==> config.mk <==
export PLATFORM = sky130hd
export DESIGN_NAME = sdrd_byte_capture_flat
export DESIGN_NICKNAME = d
export VERILOG_FILES = /design/src/rtl/sdrd_byte_capture_if.sv /design/src/rtl/sdrd_byte_capture.sv /design/src/flat_wrapper.sv
export SDC_FILE = /design/constraint.sdc
export NUM_CORES = 1
export LEC_CHECK = 0
export CORE_ASPECT_RATIO = 1.5
export CORE_UTILIZATION = 41
export DETAILED_ROUTE_END_ITERATION = 10
export GPL_TIMING_DRIVEN = 0
export SLEW_MARGIN = 40
export SYNTH_ARGS = -nofsm -noshare
export SYNTH_HDL_FRONTEND = slang
export SYNTH_SLANG_ARGS = --single-unit
==> constraint.sdc <==
create_clock -name clk -period 2.1 [get_ports clk]
set_input_delay 0.525 -clock clk [delete_from_list [all_inputs] [get_ports clk]]
set_output_delay 0.525 -clock clk [all_outputs]
set_load 0.005 [all_outputs]
==> src/rtl/sdrd_byte_capture_if.sv <==
// Bus-side signal bundle for sdrd_byte_capture.
//   master : drives the decoded bus qualifiers, serial read bit and consumer ack
//   slave  : the capture block; returns the assembled byte and status
//   sser, ba13, ba12, br_w : bus qualifiers forming the read window
//   sdrd                   : resolved serial read-data bit
//   data_ack               : consumer accepts data_out
//   data_out[7:0]          : last completed byte
//   data_valid             : data_out holds an unaccepted byte
//   overrun                : sticky, a completed byte was dropped
//   frame_err              : one-clock pulse, partial byte discarded by timeout
//   bit_cnt[2:0]           : bits held in the current partial byte
interface sdrd_byte_capture_if;
  logic       sser;
  logic       ba13;
  logic       ba12;
  logic       br_w;
  logic       sdrd;
  logic       data_ack;
  logic [7:0] data_out;
  logic       data_valid;
  logic       overrun;
  logic       frame_err;
  logic [2:0] bit_cnt;

  modport master (
    output sser, ba13, ba12, br_w, sdrd, data_ack,
    input  data_out, data_valid, overrun, frame_err, bit_cnt
  );

  modport slave (
    input  sser, ba13, ba12, br_w, sdrd, data_ack,
    output data_out, data_valid, overrun, frame_err, bit_cnt
  );
endinterface

==> src/rtl/sdrd_byte_capture.sv <==
// Serial read-data byte capture.
// One bit is taken per bus read window (~sser & ~ba13 & ba12 & br_w) on the
// window's trailing edge; eight bits form a byte presented on data_out with a
// valid/ack handshake. A partial byte left idle for TIMEOUT clocks is
// discarded with a frame_err pulse.
//   clk   : rising-edge clock
//   rst_n : asynchronous active-low reset
//   bus   : sdrd_byte_capture_if.slave (qualifiers, sdrd, ack, byte, status)
// Parameters:
//   TIMEOUT   : idle clocks before a partial byte is discarded (2..65535)
//   MSB_FIRST : 1 = first bit lands in data_out[7], 0 = in data_out[0]
module sdrd_byte_capture #(
  parameter int unsigned TIMEOUT   = 1024,
  parameter bit          MSB_FIRST = 1'b1
) (
  input  logic                  clk,
  input  logic                  rst_n,
  sdrd_byte_capture_if.slave    bus
);

  localparam logic [15:0] TMO    = 16'(TIMEOUT);
  localparam logic [15:0] TMO_M1 = 16'(TIMEOUT - 1);

  typedef enum logic {
    IDLE,
    SHIFT
  } state_t;

  state_t      state, state_nxt;

  logic        win;
  logic        win_q;
  logic        sdrd_q;
  logic        cap;
  logic        tmo_hit;
  logic [15:0] idle_cnt;

  logic [7:0]  shreg;
  logic [7:0]  shreg_shifted;
  logic [2:0]  bit_cnt_r;
  logic [7:0]  data_out_r;
  logic        data_valid_r;
  logic        overrun_r;
  logic        frame_err_r;

  logic        do_shift;
  logic        do_complete;
  logic        do_timeout;
  logic        accept;
  logic        load;
  logic        drop;

  assign win     = ~bus.sser & ~bus.ba13 & bus.ba12 & bus.br_w;
  assign cap     = win_q & ~win;
  // A capture clock always follows a window clock, so idle_cnt is 0 there and
  // tmo_hit cannot coincide with cap for TIMEOUT >= 2.
  assign tmo_hit = ~win & (idle_cnt == TMO_M1);

  always_comb begin
    if (MSB_FIRST) shreg_shifted = {shreg[6:0], sdrd_q};
    else           shreg_shifted = {sdrd_q, shreg[7:1]};
  end

  // Window tracking and last in-window sdrd sample.
  always_ff @(posedge clk or negedge rst_n) begin
    if (!rst_n) begin
      win_q  <= 1'b0;
      sdrd_q <= 1'b0;
    end else begin
      win_q <= win;
      if (win) sdrd_q <= bus.sdrd;
    end
  end

  // Idle counter: cleared by any window clock, saturates at TIMEOUT.
  always_ff @(posedge clk or negedge rst_n) begin
    if (!rst_n)             idle_cnt <= '0;
    else if (win)           idle_cnt <= '0;
    else if (idle_cnt != TMO) idle_cnt <= idle_cnt + 16'd1;
  end

  // FSM state register.
  always_ff @(posedge clk or negedge rst_n) begin
    if (!rst_n) state <= IDLE;
    else        state <= state_nxt;
  end

  // FSM next state.
  always_comb begin
    state_nxt = state;
    case (state)
      IDLE:  if (cap) state_nxt = SHIFT;
      SHIFT: begin
        if (cap && (bit_cnt_r == 3'd7)) state_nxt = IDLE;
        else if (tmo_hit)               state_nxt = IDLE;
      end
      default: state_nxt = IDLE;
    endcase
  end

  // FSM outputs: datapath strobes.
  always_comb begin
    do_shift    = 1'b0;
    do_complete = 1'b0;
    do_timeout  = 1'b0;
    case (state)
      IDLE: do_shift = cap;
      SHIFT: begin
        if (cap) begin
          do_shift    = 1'b1;
          do_complete = (bit_cnt_r == 3'd7);
        end else if (tmo_hit) begin
          do_timeout = 1'b1;
        end
      end
      default: ;
    endcase
  end

  assign accept = data_valid_r & bus.data_ack;
  assign load   = do_complete & (~data_valid_r | bus.data_ack);
  assign drop   = do_complete & data_valid_r & ~bus.data_ack;

  // Shift register and bit counter.
  always_ff @(posedge clk or negedge rst_n) begin
    if (!rst_n) begin
      shreg     <= '0;
      bit_cnt_r <= '0;
    end else if (do_complete || do_timeout) begin
      shreg     <= '0;
      bit_cnt_r <= '0;
    end else if (do_shift) begin
      shreg     <= shreg_shifted;
      bit_cnt_r <= bit_cnt_r + 3'd1;
    end
  end

  // Output byte, handshake and status flags.
  always_ff @(posedge clk or negedge rst_n) begin
    if (!rst_n) begin
      data_out_r   <= '0;
      data_valid_r <= 1'b0;
      overrun_r    <= 1'b0;
      frame_err_r  <= 1'b0;
    end else begin
      frame_err_r <= do_timeout;
      if (load) data_out_r <= shreg_shifted;

      if (load)        data_valid_r <= 1'b1;
      else if (accept) data_valid_r <= 1'b0;

      if (drop)        overrun_r <= 1'b1;
      else if (accept) overrun_r <= 1'b0;
    end
  end

  assign bus.data_out   = data_out_r;
  assign bus.data_valid = data_valid_r;
  assign bus.overrun    = overrun_r;
  assign bus.frame_err  = frame_err_r;
  assign bus.bit_cnt    = bit_cnt_r;

endmodule

==> src/flat_wrapper.sv <==
// flat-port wrapper written by rule: the top's interface ports become plain ports
module sdrd_byte_capture_flat 
#(
  parameter int unsigned TIMEOUT   = 1024,
  parameter bit          MSB_FIRST = 1'b1
)
  (clk, rst_n, bus_sser, bus_ba13, bus_ba12, bus_br_w, bus_sdrd, bus_data_ack, bus_data_out, bus_data_valid, bus_overrun, bus_frame_err, bus_bit_cnt);
  sdrd_byte_capture_if bus_i ();
  input  logic clk;
  input  logic rst_n;
  input wire logic [$bits(bus_i.sser)-1:0] bus_sser;
  input wire logic [$bits(bus_i.ba13)-1:0] bus_ba13;
  input wire logic [$bits(bus_i.ba12)-1:0] bus_ba12;
  input wire logic [$bits(bus_i.br_w)-1:0] bus_br_w;
  input wire logic [$bits(bus_i.sdrd)-1:0] bus_sdrd;
  input wire logic [$bits(bus_i.data_ack)-1:0] bus_data_ack;
  output wire logic [$bits(bus_i.data_out)-1:0] bus_data_out;
  output wire logic [$bits(bus_i.data_valid)-1:0] bus_data_valid;
  output wire logic [$bits(bus_i.overrun)-1:0] bus_overrun;
  output wire logic [$bits(bus_i.frame_err)-1:0] bus_frame_err;
  output wire logic [$bits(bus_i.bit_cnt)-1:0] bus_bit_cnt;
  assign bus_i.sser = bus_sser;
  assign bus_i.ba13 = bus_ba13;
  assign bus_i.ba12 = bus_ba12;
  assign bus_i.br_w = bus_br_w;
  assign bus_i.sdrd = bus_sdrd;
  assign bus_i.data_ack = bus_data_ack;
  assign bus_data_out = bus_i.data_out;
  assign bus_data_valid = bus_i.data_valid;
  assign bus_overrun = bus_i.overrun;
  assign bus_frame_err = bus_i.frame_err;
  assign bus_bit_cnt = bus_i.bit_cnt;
  sdrd_byte_capture #(.TIMEOUT(TIMEOUT), .MSB_FIRST(MSB_FIRST)) u_core (.clk(clk), .rst_n(rst_n), .bus(bus_i));
endmodule
==> flow_metrics.tcl, run 1 <==
set metrics [dict create \
    status "finished clean" \
    critPathMaxFanout 10 \
    cp_num_cells 6 \
    cp_top_family "buffers and inverters" \
    clock_latency_ps 290 \
    ant_nets 0 \
    crit_path_max_incr_delay_ps 460 \
    total_leakage_power_nw 0.997 \
    io_buffers 21 \
    first_pass_iters 4 \
    synth.avg_cell_area_sq_um 11.6 \
    muxShareOfSynthArea 0.0604 \
    hold_path_class "in -> async" \
    setup_viol 0 \
    finalSetupTns_ps 0 \
    cts_buffer_depth 2 \
    synth-xor-area-share 0.0481 \
    slew_violations 0 \
    fill_cells 416 \
    ir_drop_mv 0.597 \
    finClkSkew_ps 4.99 \
    yosys_warnings 0 \
    synth_compound_area_frac 0.0865 \
    dpl-instance-area_sq_um 2090 \
    routedWlPerCell_microns 15.5 \
    rsz0062_at_grt "true" \
    r2r_cells 6 \
    cts_sinks 40 \
    max_slew.worst_pin.slew_ps 508 \
    die_w_microns 56.4 \
    grt_max_degree 41 \
    antenna_found_initial 0 \
    max_freq_mhz 488 \
    total_power_mw 2.05 \
    synth-simple-area-share 0.197 \
    synthAdderAreaFrac 0.0275 \
    drt_wl_total_microns 3590 \
    diodes 0 \
    async_flop_share 1.00 \
    cp_slowest_cell "clkdlybuf4s50_1" \
    gr-total-overflow 0 \
    crit_buf_inv 3 \
    track_usage 0.174 \
    postSynthCellCount 157 \
    yosys.cell_types.count 37 \
    synth_ff_type "dfrtp_1" \
    multiInputGateArea_sq_um 777 \
    seq_area_frac_synth 0.549 \
    coreArea_sq_um 4250 \
    drt_iter0_markers 35 \
    die_h_microns 83.6 \
    drive_gt1_frac 0.0806 \
    path_class "in -> reg" \
    cts_tree "yes" \
    numCtsBuffers 5 \
    post_cts_buffers 0 \
    clkTransAtPathRegs_ps 80 \
    timing.final.crit_share 0.976 \
    io_pins 22 \
    finalNonFillerCells 232 \
    cp-end-kind "register" \
    drc 0 \
    grt_pass1_wl_microns 6420 \
    final_area_sq_um 2210 \
    period_needed_ps 2050 \
    rows 29 \
    synth_top_family_by_area "simple AND/OR/NAND/NOR gates" \
    synth_edf_count 0 \
    root_buffer "clkbuf_8" \
    hold_violations 0 \
    maxCapViolCount 0 \
    power_density_nw_per_um2 928 \
    htreeDepth 2 \
    arrival_ps 2230 \
    synthesis.area_sq_um 1820 \
    dieArea_sq_um 4720 \
    critPathRequiredTime_ps 2280 \
    start_kind "input port" \
    start_util 0.429 \
    ys_ff_latch 40 \
    crit_chain "clkdlybuf4s50_1 > nand4bb_1 > clkinv_2 > or3_1 > buf_6 > a32o_1" \
    post-dp-hpwl_microns 2560 \
    grt_pass1_vias 1425 \
    viasPerCell 5.65 \
    gp_congestion 0.717 \
    fin_nets 197 \
    area_growth_pct 21.2 \
    slew_headroom 0.661 \
    syn-num-nets 169 \
    seqCellArea_sq_um 1000 \
    vias 1310 \
    place_inst 224 \
]
power breakdown:
| part | switching [mW] | internal, mW |
|---|---|---|
| sequential | 0.125 | 0.894 |
| combinational | 0.200 | 0.215 |
| clock | 0.262 | 0.353 |
worst reg2reg max path: stages (launching register included):
cell and delay [ps]:
dfrtp_1 360, clkbuf_1 180, nor4b_1 330, nand2_1 120
or3_1 340, buf_6 150, a32o_1 260
cell families after synthesis:
family,count (synthesis)
and+or+nand+nor,62
DFF,40
AOI/OAI and AO/OA,20
buffers and inverters,11
xor gates and xnor gates,10
muxes,10
adders and majority gates,4
flip-flops by register name, indices dropped and copies added, names as in the netlist:
signal	flops
u_core.state	1
u_core.bus.data_out	8
u_core.bus.overrun	1
u_core.sdrd_q	1
u_core.win_q	1
u_core.idle_cnt	16
u_core.bus.data_valid	1
u_core.bus.frame_err	1
u_core.shreg	7
u_core.bus.bit_cnt	3
placed cells by master, fill, tap and decap left out, types with 2 or more instances in the layout:
cell / instances
nand3b_1: 2
a21oi_1: 3
mux2i_1: 2
dfrtp_1: 40
and4_1: 3
or3_1: 2
clkbuf_1: 5
nand3_1: 5
xor2_1: 10
clkdlybuf4s50_1: 20
mux2_1: 8
nand2_1: 16
clkinv_2: 2
inv_1: 3
o21ai_0: 2
clkbuf_8: 5
nor4_1: 3
buf_6: 2
nor3_4: 2
nor2_1: 12
ha_1: 4
or4_1: 2
nand4_1: 5
a32o_1: 9
and2_1: 2
o211ai_1: 2
repair_timing:
item | CTS | global route
resized for setup | 2 | 1
endpoints found under the setup margin | 18 | 7
hold buffers | 0 | 0
synthesized netlist by cell type, drive strengths merged (3+ instances only):
cell / n / area share
mux2: 8 / 0.049
nand2: 16 / 0.033
inv: 3 / 0.0062
and4: 3 / 0.014
nor2: 12 / 0.025
o21ai: 3 / 0.0082
a32o: 9 / 0.049
nor4: 3 / 0.010
nand4: 5 / 0.017
xor2: 10 / 0.048
a21oi: 3 / 0.0082
nand3: 6 / 0.023
clkbuf: 4 / 0.0082
buf: 3 / 0.014
nor3: 3 / 0.014
dfrtp: 40 / 0.55
ha: 4 / 0.027
final timing paths:
check,start,end,slack [ps]
max in group asynchronous,rst_n,u_core.idle_cnt[0],1550
max,bus_ba13,u_core.shreg[6],50
min in group clk,u_core.bus.data_out[2],u_core.bus.data_out[2],480
min reg2reg,u_core.bus.data_out[2],u_core.bus.data_out[2],480
max reg2reg,u_core.idle_cnt[10],u_core.shreg[6],260
min,rst_n,u_core.bus.data_valid,200
per-layer routing:
layer  track usage  share of wire
met1         0.174           0.37
met2         0.327           0.58
met3        0.0434          0.027
met4        0.0776          0.024
met5             0              0
stage by stage:
step           setup WS (ps)  utilization  hold WS, ps
3_3_place_gp            -465        0.492          470
2_1_floorplan            288            -          229
6_report                49.6        0.520          196
3_5_place_dp            -367        0.492          474
4_1_cts                 53.1        0.519          212
5_1_grt                -28.8        0.520          234
layout make-up:
| type | count | area share |
|---|---|---|
| clock inverters | 2 | 0.0159 |
| multi-input cells | 106 | 0.352 |
| plain buffers | 7 | 0.0187 |
| repair buffers | 21 | 0.0941 |
| well taps | 46 | 0.0261 |
| clock buffers | 6 | 0.0329 |
| inverters | 4 | 0.00737 |
| flip-flops and latches | 40 | 0.453 |
No activity file was read; power rests on OpenSTA's default activity.
==> run 2: changes to the inputs <==
--- a/config.mk
+++ b/config.mk
@@ -6,8 +6,9 @@
 export NUM_CORES = 1
 export LEC_CHECK = 0
 export CORE_ASPECT_RATIO = 1.5
-export CORE_UTILIZATION = 41
+export CORE_UTILIZATION = 50
 export DETAILED_ROUTE_END_ITERATION = 10
+export DONT_BUFFER_PORTS = 1
 export GPL_TIMING_DRIVEN = 0
 export SLEW_MARGIN = 40
 export SYNTH_ARGS = -nofsm -noshare
==> flow_metrics.tcl, run 2 (synthesis gave the netlist of run 1 again) <==
set metrics [dict create \
    finClkSkew_ps 2.38 \
    post_cts_buffers 0 \
    ant_nets 0 \
    crit_chain "ha_1 > ha_1 > nand2_1 > nor3_2 > mux2_1" \
    numCtsBuffers 5 \
    die_w_microns 51.3 \
    pwr-share-comb 0.163 \
    dieArea_sq_um 3890 \
    path_class "reg -> reg" \
    viasPerCell 5.85 \
    rows 26 \
    finalSetupTns_ps 0 \
    drt_iter0_markers 22 \
    slew_violations 0 \
    hold_violations 0 \
    arrival_ps 2150 \
    clock_latency_ps 280 \
    root_buffer "clkbuf_8" \
    first_pass_iters 4 \
    cts_sinks 40 \
    htreeDepth 2 \
    critPathRequiredTime_ps 2270 \
    rsz0062_at_grt "false" \
    total_leakage_power_nw 0.931 \
    routedWlPerCell_microns 16.6 \
    dp_slack_ps 76.0 \
    cp_slowest_cell "nor3_2" \
    p_clk_frac 0.331 \
    cts_resized 0 \
    gp_congestion 0.765 \
    io_pins 22 \
    cts_tree "yes" \
    timing.final.crit_share 0.947 \
    finalNonFillerCells 208 \
    grt_pass1_vias 1256 \
    ir_drop_mv 0.710 \
    crit_path_max_incr_delay_ps 610 \
    maxCapViolCount 0 \
    p_int_mw 1.47 \
    setup_ws_ps 112 \
    switching_share 0.279 \
    antenna_found_initial 0 \
    total_power_mw 2.04 \
    diodes 0 \
    die_h_microns 75.9 \
    cp-end-kind "register" \
    status "finished clean" \
    grt_max_degree 41 \
    drc 0 \
    track_usage 0.198 \
    grt_pass1_wl_microns 5750 \
    area_growth_pct 10.9 \
    fin_nets 177 \
    post-dp-hpwl_microns 2460 \
    max_slew.worst_pin.slew_ps 701 \
    place_inst 199 \
    largest-register "u_core.idle_cnt" \
    power_density_nw_per_um2 1010 \
    setup_viol 0 \
    io_buffers 0 \
    clkTransAtPathRegs_ps 70 \
    start_util 0.528 \
    hold_path_class "in -> async" \
    drt_wl_total_microns 3460 \
    final_util 0.586 \
    cts_buffer_depth 2 \
    p_sw_uw 569 \
    fill_cells 286 \
    coreArea_sq_um 3450 \
    max_freq_mhz 503 \
    layout_common_cells "dfrtp_1, nand2_1, nor2_1, xor2_1, a32o_1" \
    drive_gt1_frac 0.0904 \
    slew_headroom 0.530 \
    cp_top_family "simple AND/OR/NAND/NOR gates" \
    critPathMaxFanout 8 \
    crit_buf_inv 0 \
    vias 1217 \
    start_kind "register" \
    path_common_cell "ha_1" \
    gr-total-overflow 0 \
    largest_reg_flops 16 \
    period_needed_ps 1990 \
    pwr-share-seq 0.506 \
    final_common_cell "dfrtp_1" \
]
[run 2: per-layer routing]
layer	track usage	part of all wire	vias up
met5	0	0	-
met4	0.0730	0.016	0
met3	0.0442	0.023	5
met2	0.366	0.56	21
met1	0.208	0.40	606
li1	-	-	585
[run 2: area by class of cell]
class	count	area, sq um	area share
Multi-Input combinational cell	106	764	0.378
Clock buffer	7	96.3	0.0477
Tap cell	42	52.6	0.0260
Inverter	4	15.0	0.00743
Clock inverter	1	30.0	0.0149
Timing Repair Buffer	1	20.0	0.00991
Buffer	7	41.3	0.0204
Sequential cell	40	1000	0.495
[run 2: timing repair]
action,4_1_cts,5_1_grt
endpoints found under the setup margin,0,0
endpoints found under the hold margin,40,0
hold buffers,1,0
[run 2: path summary, 6_finish.rpt]
| kind | from | to | slack [ps] | depth (start not counted) |
|---|---|---|---|---|
| min | rst_n | u_core.shreg[5] | 80 | 1 |
| max reg2reg | u_core.bus.bit_cnt[0] | u_core.bus.data_out[4] | 110 | 5 |
| max | u_core.bus.bit_cnt[0] | u_core.bus.data_out[4] | 110 | 5 |
| max in group asynchronous | rst_n | u_core.bus.data_out[2] | 1840 | 1 |
| min reg2reg | u_core.shreg[6] | u_core.bus.data_out[7] | 510 | 1 |
| min in group clk | bus_data_ack | u_core.bus.overrun | 330 | 1 |
[run 2: metrics by stage]
step           area, sq um  hold slack (ps)
2_1_floorplan         1820              229
3_3_place_gp          1870              230
3_5_place_dp          1870              230
4_1_cts               2020             76.2
5_1_grt               2020             86.5
6_report              2020             77.1
[run 2: worst register-to-register path: stages (launching register included)]
cell and delay, ps:
dfrtp_1 420, ha_1 180, ha_1 160, nand2_1 100
nor3_2 610, mux2_1 390
[run 2: power groups by stage]
| stage | logic, mW | clock network (mW) | registers, mW |
|---|---|---|---|
| after CTS | 0.340 | 0.687 | 1.03 |
| after floorplan | 0.257 | 0 | 1.01 |
| after global routing | 0.380 | 0.714 | 1.05 |
| after global placement | 0.303 | 0 | 1.03 |
| final | 0.331 | 0.674 | 1.03 |
| after detailed placement | 0.319 | 0 | 1.05 |
